`src/rtl/lms_tdm_sequencer.sv`:
```
// lms_tdm_sequencer: time-multiplexed LMS adaptive FIR engine.
// A single shared multiplier is scheduled through the filter phase (FILT),
// error computation (ERR) and weight update (UPD) for each accepted sample.
// Optional feature macro: LMS_FREEZE_EN adds a 'freeze' input, sampled in ERR,
// which skips the weight update for that sample.
module lms_tdm_sequencer #(
  parameter int TAPS     = 4,
  parameter int DW       = 16,
  parameter int WW       = 16,
  parameter int MU_SHIFT = 2
) (
  input  logic                        clk,
  input  logic                        rst,
  input  logic                        in_valid,
  output logic                        in_ready,
  input  logic signed [DW-1:0]        x_in,
  input  logic signed [DW-1:0]        d_in,
  output logic                        out_valid,
  input  logic                        out_ready,
  output logic signed [DW-1:0]        y_out,
  output logic signed [DW-1:0]        e_out,
  output logic                        busy,
  input  logic [$clog2(TAPS)-1:0]     w_rd_idx,
`ifdef LMS_FREEZE_EN
  input  logic                        freeze,
`endif
  output logic signed [WW-1:0]        w_rd_data
);

  localparam int IW = $clog2(TAPS);
  localparam int MW = (DW > WW) ? DW : WW;  // shared multiplier operand A width
  localparam int PW = MW + DW;              // product width
  localparam int AW = DW + WW + IW;         // accumulator width, overflow-free

  typedef enum logic [2:0] {IDLE, FILT, ERR, UPD, OUT} state_t;

  state_t                state_q, state_d;
  logic [IW-1:0]         k_q, k_d;
  logic signed [AW-1:0]  acc_q, acc_d;
  logic signed [DW-1:0]  xd_q [TAPS];
  logic signed [DW-1:0]  xd_d [TAPS];
  logic signed [WW-1:0]  w_q  [TAPS];
  logic signed [WW-1:0]  w_d  [TAPS];
  logic signed [DW-1:0]  dl_q, dl_d;
  logic signed [DW-1:0]  y_q, y_d;
  logic signed [DW-1:0]  e_q, e_d;

  logic signed [MW-1:0]  mul_a;
  logic signed [DW-1:0]  mul_b;
  logic signed [PW-1:0]  prod;
  logic signed [PW-1:0]  upd;
  logic signed [PW:0]    wsum;
  logic signed [DW-1:0]  y_sat;
  logic signed [DW:0]    diff;
  logic signed [DW-1:0]  e_sat;
  logic                  last_tap;

  // Clamp an accumulator-width value into signed DW range.
  function automatic logic signed [DW-1:0] sat_dw(input logic signed [AW-1:0] v);
    if ((&v[AW-1:DW-1]) || !(|v[AW-1:DW-1]))
      return v[DW-1:0];
    else if (v[AW-1])
      return {1'b1, {(DW-1){1'b0}}};
    else
      return {1'b0, {(DW-1){1'b1}}};
  endfunction

  // Clamp a weight-update sum into signed WW range.
  function automatic logic signed [WW-1:0] sat_ww(input logic signed [PW:0] v);
    if ((&v[PW:WW-1]) || !(|v[PW:WW-1]))
      return v[WW-1:0];
    else if (v[PW])
      return {1'b1, {(WW-1){1'b0}}};
    else
      return {1'b0, {(WW-1){1'b1}}};
  endfunction

  // Shared multiplier and the arithmetic around it; operand A is the weight in
  // FILT and the registered error in UPD, operand B is always the delayed x.
  always_comb begin
    mul_a    = (state_q == UPD) ? MW'(e_q) : MW'(w_q[k_q]);
    mul_b    = xd_q[k_q];
    prod     = PW'(mul_a) * PW'(mul_b);
    upd      = prod >>> MU_SHIFT;
    wsum     = (PW+1)'(w_q[k_q]) + (PW+1)'(upd);
    y_sat    = sat_dw(acc_q);
    diff     = (DW+1)'(dl_q) - (DW+1)'(y_sat);
    e_sat    = sat_dw(AW'(diff));
    last_tap = (k_q == IW'(TAPS-1));
  end

  // Next-state and datapath sequencing for the five-state schedule.
  always_comb begin
    state_d = state_q;
    k_d     = k_q;
    acc_d   = acc_q;
    xd_d    = xd_q;
    w_d     = w_q;
    dl_d    = dl_q;
    y_d     = y_q;
    e_d     = e_q;
    unique case (state_q)
      IDLE: begin
        if (in_valid) begin
          xd_d[0] = x_in;
          for (int i = 1; i < TAPS; i++) xd_d[i] = xd_q[i-1];
          dl_d    = d_in;
          acc_d   = '0;
          k_d     = '0;
          state_d = FILT;
        end
      end
      FILT: begin
        acc_d = acc_q + AW'(prod);
        if (last_tap) begin
          k_d     = '0;
          state_d = ERR;
        end else begin
          k_d = k_q + 1'b1;
        end
      end
      ERR: begin
        y_d     = y_sat;
        e_d     = e_sat;
        k_d     = '0;
`ifdef LMS_FREEZE_EN
        state_d = freeze ? OUT : UPD;
`else
        state_d = UPD;
`endif
      end
      UPD: begin
        w_d[k_q] = sat_ww(wsum);
        if (last_tap) begin
          k_d     = '0;
          state_d = OUT;
        end else begin
          k_d = k_q + 1'b1;
        end
      end
      OUT: begin
        if (out_ready) state_d = IDLE;
      end
      default: state_d = IDLE;
    endcase
  end

  // State, counter, delay line, weights and result registers.
  always_ff @(posedge clk) begin
    if (rst) begin
      state_q <= IDLE;
      k_q     <= '0;
      acc_q   <= '0;
      xd_q    <= '{default: '0};
      w_q     <= '{default: '0};
      dl_q    <= '0;
      y_q     <= '0;
      e_q     <= '0;
    end else begin
      state_q <= state_d;
      k_q     <= k_d;
      acc_q   <= acc_d;
      xd_q    <= xd_d;
      w_q     <= w_d;
      dl_q    <= dl_d;
      y_q     <= y_d;
      e_q     <= e_d;
    end
  end

  assign in_ready  = (state_q == IDLE);
  assign out_valid = (state_q == OUT);
  assign busy      = (state_q != IDLE);
  assign y_out     = y_q;
  assign e_out     = e_q;
  assign w_rd_data = w_q[w_rd_idx];

endmodule

```
`config.mk`:
```
export PLATFORM = sky130hd
export DESIGN_NAME = lms_tdm_sequencer
export DESIGN_NICKNAME = d
export VERILOG_FILES = /design/src/rtl/lms_tdm_sequencer.sv
export SDC_FILE = /design/constraint.sdc
export NUM_CORES = 1
export LEC_CHECK = 0
export BUFFER_PORTS_ARGS = -buffer_cell sky130_fd_sc_hd__buf_4
export CAP_MARGIN = 20
export CORE_ASPECT_RATIO = 1.25
export CORE_MARGIN = 2
export CORE_UTILIZATION = 55
export DETAILED_ROUTE_END_ITERATION = 10
export PLACE_DENSITY_LB_ADDON = 0.3
export SYNTH_ARGS = -nofsm -noshare
export SYNTH_HDL_FRONTEND = slang
export SYNTH_SLANG_ARGS = --single-unit
```
`constraint.sdc`:
```
create_clock -name clk -period 11.34 [get_ports clk]
set_input_delay 1.701 -clock clk [delete_from_list [all_inputs] [get_ports clk]]
set_output_delay 1.701 -clock clk [all_outputs]
set_load 0.1 [all_outputs]
```
==> flow_metrics.py, run 1 <==
metrics = {
    "yosys": {
        "postSynth.asyncResetShare_pct": 0,
        "synthFlopType": "dfxtp_1",
        "netlist_instances": 2729,
        "post_synth.cell_area_avg_um2": 8.49,
        "synth.area.top_cells": "fa_1, dfxtp_1, ha_1",
        "synth_seq_cells": 215,
        "synth_edf_count": 0,
        "synthesis.area_um2": 23200,
        "ys_types": 85,
        "yosys_warnings": 0,
        "yosysTopAreaCell": "fa_1",
        "syn_nets": 3197,
        "synth_top_area_share_pct": 22.9,
        "ys_seq_area_share_pct": 18.6,
    },
    "detailed_routing": {
        "dr_total_vias": 19708,
        "routed_wl_mm": 66.9,
        "drt_iter0_drc": 1334,
        "viasPerCell": 5.88,
        "firstDrtPassIters": 6,
        "avgRoutedWirePerCell_um": 20.0,
        "drc": 0,
        "antenna_left": 0,
    },
    "place": {
        "dpl_cell_area_um2": 24400,
        "place_congestion": 0.995,
        "dp_hpwl_mm": 52.7,
        "io_buffers": 88,
    },
    "die": {
        "die_h_um": 233,
        "dieArea_um2": 43800,
        "die_x_um": 188,
        "ios": 89,
        "initial_core_util_pct": 55.4,
        "num_rows": 84,
        "core-area_um2": 41800,
    },
    "clocking": {
        "h-tree-depth": 1,
        "numCtsBuffers": 24,
        "cts.sinks": 215,
        "clock_path_buffers": 3,
        "cts_tree": "done",
        "clock_latency_ns": 0.56,
        "clockRootBuffer": "clkbuf_16",
        "path_clk_slew_ns": 0.07,
        "ctsHoldBuffers": 0,
    },
    "timing": {
        "fin_skew_ns": 0.0347,
        "slew_headroom_pct": 30.2,
        "finalHoldViolations": 0,
        "fmax_mhz": 93.6,
        "rsz0062_at_grt": "no",
        "fin_setup_tns_ns": 0,
        "final_max_slew_viol_count": 0,
        "period_minus_slack_ns": 10.68,
        "worst_slew_pin_slew_ns": 1.04,
        "period_share_pct": 94.2,
        "setup_viol": 0,
    },
    "worst_setup_path": {
        "critPathMostFrequentCell": "fa_1",
        "path_max_fanout": 19,
        "critPathMaxStageDelay_ns": 0.56,
        "cp.required_ns": 11.81,
        "end_kind": "flip-flop",
        "worst_path_max_delay_cell": "or3b_4",
        "critical_path_class": "reg2reg",
        "crit_arrival_ns": 11.16,
        "startpoint_type": "flip-flop",
    },
    "global_route": {
        "antenna_found_initial": 0,
        "grt_pass1_vias": 20363,
        "grt_usage_pct": 31.3,
        "globalRoute.totalOverflow": 0,
        "grt_pass1_wl_mm": 108,
        "grt_max_degree": 114,
    },
    "power_and_ir_drop": {
        "internal-power_w": 0.00150,
        "cellPowerDensity_nw_per_um2": 89.5,
        "pwr-share-comb_pct": 28.2,
        "p_switching_w": 0.000771,
        "ir_drop_uv": 145,
        "p_sw_share_pct": 33.9,
        "p_clk_share_pct": 37.4,
        "seqPwrFrac_pct": 34.4,
        "leakage_nw": 11.5,
    },
    "layout": {
        "antenna_cells": 0,
        "num-nets-final": 3242,
        "drive_gt1_share_pct": 11.6,
        "fill_cells": 3729,
        "syn_to_final_growth_pct": 9.56,
        "final_area_um2": 25400,
    },
    "hold_path": {
        "hp-class": "reg2reg",
    },
    "status": {
        "outcome": "finished clean",
    },
    "flow_run": {
        "cap_violations": 0,
    },
}
-- cell families after synthesis --
family	synth area share, %
AND/OR/NAND/NOR	16.9
AO/OA/AOI/OAI	15.0
buffers and inverters	7.57
adder cells (fa/ha/maj)	32.5
flip-flops	18.6
XOR/XNOR	3.40
multiplexers	6.09
-- what timing repair did --
action | CTS | global route
buffers inserted | 0 | 9
resized for setup | 0 | 10
endpoints found under the setup margin | 0 | 60
-- final cells by class --
cell class	count	area, µm²	area share [%]
multi-input cells	2057	17200	67.7
flip-flops and latches	215	4310	17.0
inverters	337	1260	4.98
repair buffers	139	1070	4.22
well taps	559	699	2.76
clock buffers	31	688	2.71
clock inverters	13	166	0.656
-- layout by cell type, fill, tap and decap left out, drive strengths merged, types with 31 or more instances in the layout --
cell and instances:
nand2 420, inv 341, fa 265, a21oi 238, dfxtp 215, nor2 208, ha 165, o21ai 143
buf 139, xnor2 64, nand3 63, mux4 39, a211oi 35, and2 35, clkbuf 31
-- per-stage QoR --
stage / worst slack, ns / instances / utilization, % / hold WS (ns) / power [W]
final: 0.655 / 3351 / 60.7 / 0.454 / 0.00227
after global placement: 0.330 / 3297 / 58.3 / 0.438 / 0.00141
after global routing: 0.0182 / 3351 / 60.7 / 0.469 / 0.00236
after detailed placement: 0.0675 / 3297 / 58.3 / 0.444 / 0.00142
after floorplan: 1.17 / 2729 / - / 0.432 / 0.00124
after CTS: 0.0118 / 3341 / 60.3 / 0.452 / 0.00227
-- power groups by stage --
stage               clock network [W]  logic (W)  registers [W]
floorplan                           0   0.000443       0.000795
global placement                    0   0.000614       0.000798
detailed placement                  0   0.000623       0.000798
CTS                          0.000859   0.000627       0.000781
global route                 0.000882   0.000700       0.000783
finish                       0.000850   0.000640       0.000782
-- cell usage after synthesis, types with 25 or more instances --
cell and number:
mux4_2 39, o21ai_0 85, clkbuf_1 98, inv_1 337
a21oi_1 235, mux2i_1 25, o21ai_1 36, xor2_1 26
fa_1 265, mux2_2 25, nor2_1 198, nand2_1 419
a211oi_1 34, a21o_1 28, ha_1 165, and2_1 35
xnor2_1 64, nor3_1 27, dfxtp_1 215, nand3_1 63
-- flip-flops by register name, summed over array words and instances (netlist names) --
signal   flops
acc_q       34
dl_q        16
e_out       16
k_q          2
state_q      3
w_q         64
xd_q        64
y_out       16
-- path summary, 6_finish.rpt --
| path | slack, ns | startpoint | to | cells after the start |
|---|---|---|---|---|
| hold reg to reg | 0.45 | xd_q[2]$_SDFFE_PP0P_ | xd_q[2]$_SDFFE_PP0P_ | 2 |
| hold / removal | 0.45 | xd_q[2]$_SDFFE_PP0P_ | xd_q[2]$_SDFFE_PP0P_ | 2 |
| setup / recovery | 0.66 | k_q[0]$_SDFFE_PP0P_ | w_q[13]$_SDFFE_PP0P_ | 39 |
| setup reg to reg | 0.66 | k_q[0]$_SDFFE_PP0P_ | w_q[13]$_SDFFE_PP0P_ | 39 |
-- layer usage --
metal / global-route usage, % / share of wire (%) / vias up
met3: 4.18 / 6.1 / 187
met5: 0 / 0 / -
li1: - / - / 9168
met2: 54.7 / 49 / 697
met4: 16.9 / 5.7 / 0
met1: 37.4 / 39 / 9656
-- critical path, delay by kind of cell (launching register included) --
kind                       cells  cell delay, ns
DFF                            1            0.55
xor gates and xnor gates       1            0.29
and+or+nand+nor                7            1.37
adders and majority gates      8            3.71
AOI/OAI and AO/OA             15            3.45
buffers and inverters          7            1.00
muxes                          1            0.19
Note: power is estimated with default switching activity, not from simulation.
==> inputs of run 2 (changes only) <==
clock period = 9.55 ns   (was 11.34 ns; I/O delays follow)
==> flow_metrics.py, run 2 (same netlist as run 1, synthesis figures left out) <==
metrics = {
    "global_route": {
        "grt_usage_pct": 33.2,
        "antenna_found_initial": 0,
        "globalRoute.totalOverflow": 0,
        "grt_pass1_vias": 21565,
        "grt_max_degree": 92,
        "grt_pass1_wl_mm": 115,
    },
    "detailed_routing": {
        "routed_wl_mm": 74.0,
        "viasPerCell": 5.83,
        "antenna_left": 0,
        "dr_total_vias": 21102,
        "drt_iter0_drc": 1477,
        "firstDrtPassIters": 6,
        "avgRoutedWirePerCell_um": 20.4,
        "drc": 0,
    },
    "worst_setup_path": {
        "path_max_fanout": 8,
        "cp_top_family": "adder cells",
        "r2r_slack_ns": 0.05,
        "startpoint_type": "flip-flop",
        "worst_path_max_delay_cell": "mux4_2",
        "cp.required_ns": 10.01,
        "critPathMostFrequentCell": "fa_1",
        "path_buf_inv": 9,
        "crit_arrival_ns": 9.96,
        "critical_path_class": "reg2reg",
        "crit_cells": 37,
        "rr_worst_depth": 37,
        "end_kind": "flip-flop",
        "critPathMaxStageDelay_ns": 0.63,
    },
    "hold_path": {
        "min_path_cells": 2,
        "hp-class": "reg2reg",
    },
    "clocking": {
        "cts.sinks": 215,
        "h-tree-depth": 1,
        "clock_latency_ns": 0.53,
        "numCtsBuffers": 22,
        "clock_path_buffers": 3,
        "path_clk_slew_ns": 0.07,
        "ctsHoldBuffers": 0,
        "clockRootBuffer": "clkbuf_16",
        "cts_tree": "done",
    },
    "layout": {
        "final_common_cell": "nand2_1",
        "seqCellArea_um2": 4310,
        "top_regs": "w_q: 64 flops, xd_q: 64 flops, acc_q: 34 flops",
        "final_cell_mix": "nand2_1, buf_4, inv_1",
        "num-nets-final": 3514,
        "multi_input_area_um2": 18200,
        "syn_to_final_growth_pct": 23.5,
        "antenna_cells": 0,
        "final_area_um2": 28600,
        "fill_cells": 3356,
        "drive_gt1_share_pct": 24.5,
    },
    "power_and_ir_drop": {
        "cellPowerDensity_nw_per_um2": 95.1,
        "leakage_nw": 13.0,
        "finalPower_w": 0.00272,
        "ir_drop_uv": 150,
    },
    "die": {
        "die_h_um": 233,
        "core-area_um2": 41800,
        "dieArea_um2": 43800,
        "initial_core_util_pct": 55.4,
        "ios": 89,
        "die_x_um": 188,
        "num_rows": 84,
    },
    "place": {
        "io_buffers": 88,
        "dpl_cell_area_um2": 26200,
        "place_congestion": 1.01,
        "pre_cts_ws_ns": -0.579,
        "dp_hpwl_mm": 57.2,
    },
    "timing": {
        "final_max_slew_viol_count": 0,
        "finalHoldViolations": 0,
        "setup_viol": 0,
        "worst_slew_pin_slew_ns": 1.06,
        "slew_headroom_pct": 28.8,
        "period_minus_slack_ns": 9.50,
        "period_share_pct": 99.4,
        "fin_ws_ns": 0.0546,
        "fmax_mhz": 105,
        "rsz0062_at_grt": "yes",
        "fin_skew_ns": 0.0247,
    },
    "status": {
        "outcome": "finished clean",
    },
    "flow_run": {
        "cap_violations": 0,
    },
}
-- run 2: cell count changes in the layout (fill, tap and decap cells not counted), moves of 18 or more --
cell / delta
a21oi_1: -23
ha_1: -21
fa_2: +20
fa_1: -20
a21oi_2: +18
o21ai_2: +19
buf_4: +244
ha_4: +20
-- run 2: worst reg2reg max path: cells and delay by family (launching register included) --
family / cells / cell delay [ns]
fa+ha+maj: 8 / 3.59
xor+xnor: 1 / 0.22
buf+inv: 9 / 0.95
mux: 2 / 0.97
compound gates: 10 / 1.79
flops: 1 / 0.40
simple gates: 7 / 1.51
-- run 2: power breakdown --
part | leakage (nW) | switching [W] | internal [W]
Sequential | 1.74 | 0.0000137 | 0.000912
Combinational | 10.9 | 0.000531 | 0.000355
Clock | 0.375 | 0.000389 | 0.000521
-- run 2: cell type report --
class | instances | area share, %
multi-input combinational | 2060 | 63.7
sequential | 215 | 15.1
timing repair buffer | 410 | 11.7
inverter | 337 | 4.43
tap | 559 | 2.44
clock buffer | 26 | 2.16
clock inverter | 14 | 0.498
-- run 2: timing repair --
| action | CTS | global route |
|---|---|---|
| endpoints found under the setup margin | 65 | 62 |
| cloned | 3 | 1 |
| gates resized for setup | 53 | 187 |
| buffers inserted | 11 | 54 |
| pin swaps | 36 | 110 |
-- run 2: metrics by stage --
stage	TNS, ns	util (%)	hold WS, ns	instances
2_1_floorplan	0	-	0.432	2729
3_3_place_gp	-29.02	62.6	0.439	3514
3_5_place_dp	-32.03	62.6	0.447	3514
4_1_cts	0	65.3	0.456	3568
5_1_grt	-6.97	68.4	0.467	3621
6_report	0	68.4	0.452	3621
-- run 2: worst paths after layout --
| path | endpoint | start |
|---|---|---|
| worst max-delay path | w_q[39]$_SDFFE_PP0P_ | k_q[1]$_SDFFE_PP0P_ |
| worst min-delay path | xd_q[7]$_SDFFE_PP0P_ | xd_q[7]$_SDFFE_PP0P_ |
| worst max register to register | w_q[39]$_SDFFE_PP0P_ | k_q[1]$_SDFFE_PP0P_ |
| worst min register to register | xd_q[7]$_SDFFE_PP0P_ | xd_q[7]$_SDFFE_PP0P_ |
-- run 2: per-layer routing --
metal	share of wire [%]	vias to the layer above	wire length (µm)	track usage [%]
li1	-	9745	-	-
met2	50	749	37000	59.8
met4	6.6	0	4910	18.8
met1	38	10371	28100	38.5
met5	0	-	0	0
met3	5.4	237	3960	3.88
==> inputs of run 3 (changes only) <==
REMOVE_ABC_BUFFERS = 1   (was default)
==> flow_metrics.py, run 3 (same netlist as run 1, synthesis figures left out) <==
metrics = {
    "detailed_routing": {
        "routed_wl_mm": 71.7,
        "antenna_left": 0,
        "dr_total_vias": 21023,
        "viasPerCell": 5.86,
        "firstDrtPassIters": 6,
        "avgRoutedWirePerCell_um": 20.0,
        "drt_iter0_drc": 1724,
        "drc": 0,
    },
    "layout": {
        "drive_gt1_share_pct": 22.1,
        "fill_cells": 3442,
        "final_cell_mix": "nand2_1, buf_4, inv_1",
        "num-nets-final": 3477,
        "final_common_cell": "nand2_1",
        "antenna_cells": 0,
        "fin_util_pct": 67.2,
        "top_regs": "w_q: 64 flops, xd_q: 64 flops, acc_q: 34 flops",
        "syn_to_final_growth_pct": 21.3,
    },
    "clocking": {
        "cts.sinks": 215,
        "numCtsBuffers": 24,
        "path_clk_slew_ns": 0.06,
        "clock_path_buffers": 3,
        "clock_latency_ns": 0.55,
        "h-tree-depth": 1,
        "cts_tree": "done",
        "clockRootBuffer": "clkbuf_16",
    },
    "timing": {
        "setup_viol": 0,
        "fmax_mhz": 105,
        "slew_headroom_pct": 25.9,
        "worst_slew_pin_slew_ns": 1.11,
        "rsz0062_at_grt": "yes",
        "finalHoldViolations": 0,
        "period_minus_slack_ns": 9.49,
        "final_max_slew_viol_count": 0,
        "period_share_pct": 99.4,
        "fin_skew_ns": 0.0281,
    },
    "die": {
        "core-area_um2": 41800,
        "num_rows": 84,
        "initial_core_util_pct": 55.4,
        "ios": 89,
        "die_x_um": 188,
        "die_h_um": 233,
        "dieArea_um2": 43800,
    },
    "worst_setup_path": {
        "critPathMostFrequentCell": "fa_1",
        "worst_path_max_delay_cell": "mux4_2",
        "crit_arrival_ns": 9.95,
        "critPathMaxStageDelay_ns": 0.57,
        "cp.required_ns": 10.01,
        "startpoint_type": "flip-flop",
        "path_max_fanout": 12,
        "end_kind": "flip-flop",
        "critical_path_class": "reg2reg",
    },
    "place": {
        "io_buffers": 88,
        "dp_hpwl_mm": 55.2,
        "place_congestion": 1.00,
    },
    "global_route": {
        "grt_pass1_vias": 21524,
        "grt_pass1_wl_mm": 112,
        "grt_usage_pct": 32.2,
        "antenna_found_initial": 0,
        "grt_max_degree": 83,
        "globalRoute.totalOverflow": 0,
    },
    "power_and_ir_drop": {
        "internal-power_w": 0.00183,
        "pwr-share-comb_pct": 31.3,
        "cellPowerDensity_nw_per_um2": 97.7,
        "p_switching_w": 0.000920,
        "ir_drop_uv": 135,
        "seqPwrFrac_pct": 33.8,
        "p_clk_share_pct": 34.9,
        "leakage_nw": 12.9,
        "finalPower_w": 0.00275,
        "p_sw_share_pct": 33.5,
    },
    "hold_path": {
        "hp-class": "reg2reg",
    },
    "flow_run": {
        "cap_violations": 0,
    },
    "status": {
        "outcome": "finished clean",
    },
}
run 3: final timing paths:
| check | cells after the start | endpoint | from | slack [ns] |
|---|---|---|---|---|
| worst min-delay path | 2 | dl_q[0]$_SDFFE_PP0P_ | dl_q[0]$_SDFFE_PP0P_ | 0.46 |
| worst max register to register | 40 | w_q[45]$_SDFFE_PP0P_ | k_q[1]$_SDFFE_PP0P_ | 0.06 |
| worst max-delay path | 40 | w_q[45]$_SDFFE_PP0P_ | k_q[1]$_SDFFE_PP0P_ | 0.06 |
| worst min register to register | 2 | dl_q[0]$_SDFFE_PP0P_ | dl_q[0]$_SDFFE_PP0P_ | 0.46 |
run 3: per-stage QoR:
stage | instance area (µm²) | std cells | TNS [ns] | worst slack (ns) | hold WS (ns)
after floorplan | 22700 | 2609 | -55.83 | -1.17 | 0.427
after global placement | 25900 | 3484 | -12.41 | -0.238 | 0.438
after detailed placement | 25900 | 3485 | -20.31 | -0.369 | 0.446
after CTS | 27000 | 3538 | 0 | 0.0201 | 0.455
after global routing | 28100 | 3585 | -12.50 | -0.292 | 0.473
final | 28100 | 3585 | 0 | 0.0574 | 0.458
run 3: repair_timing:
item	in CTS	in global routing
endpoints found under the setup margin	60	69
hold buffers	0	0
resized for setup	34	162
buffers inserted	7	44
cloned	3	4
pin swaps	17	79
run 3: critical path, delay by kind of cell (launching register included):
kind                     cells  cell delay [ns]
AND/OR/NAND/NOR              9             1.37
XOR/XNOR                     1             0.23
adder cells (fa/ha/maj)      8             3.56
buffers and inverters       11             1.20
flip-flops                   1             0.41
AO/OA/AOI/OAI                9             1.85
multiplexers                 2             0.74
run 3: routing by layer:
metal  vias up  part of all wire (%)  global-route usage [%]
li1       9649                     -                       -
met1     10256                    38                    38.6
met2       894                    49                    57.0
met3       224                   7.4                    4.10
met4         0                   5.7                    16.5
met5         -                     0                       0
run 3: layout make-up:
class | count | area [µm²] | area share, %
Multi-Input combinational cell | 2060 | 18000 | 63.9
Sequential cell | 215 | 4310 | 15.3
Timing Repair Buffer | 370 | 3040 | 10.8
Inverter | 337 | 1270 | 4.51
Clock buffer | 35 | 703 | 2.50
Tap cell | 559 | 699 | 2.49
Clock inverter | 8 | 98.8 | 0.352
Timing Repair inverter | 1 | 7.51 | 0.0267
run 3: power groups by stage:
stage	logic, W	registers, W	clock network, W
floorplan	0.000495	0.000949	0
global placement	0.000770	0.000946	0
detailed placement	0.000789	0.000947	0
CTS	0.000807	0.000927	0.000965
global route	0.000928	0.000928	0.00100
finish	0.000860	0.000927	0.000958
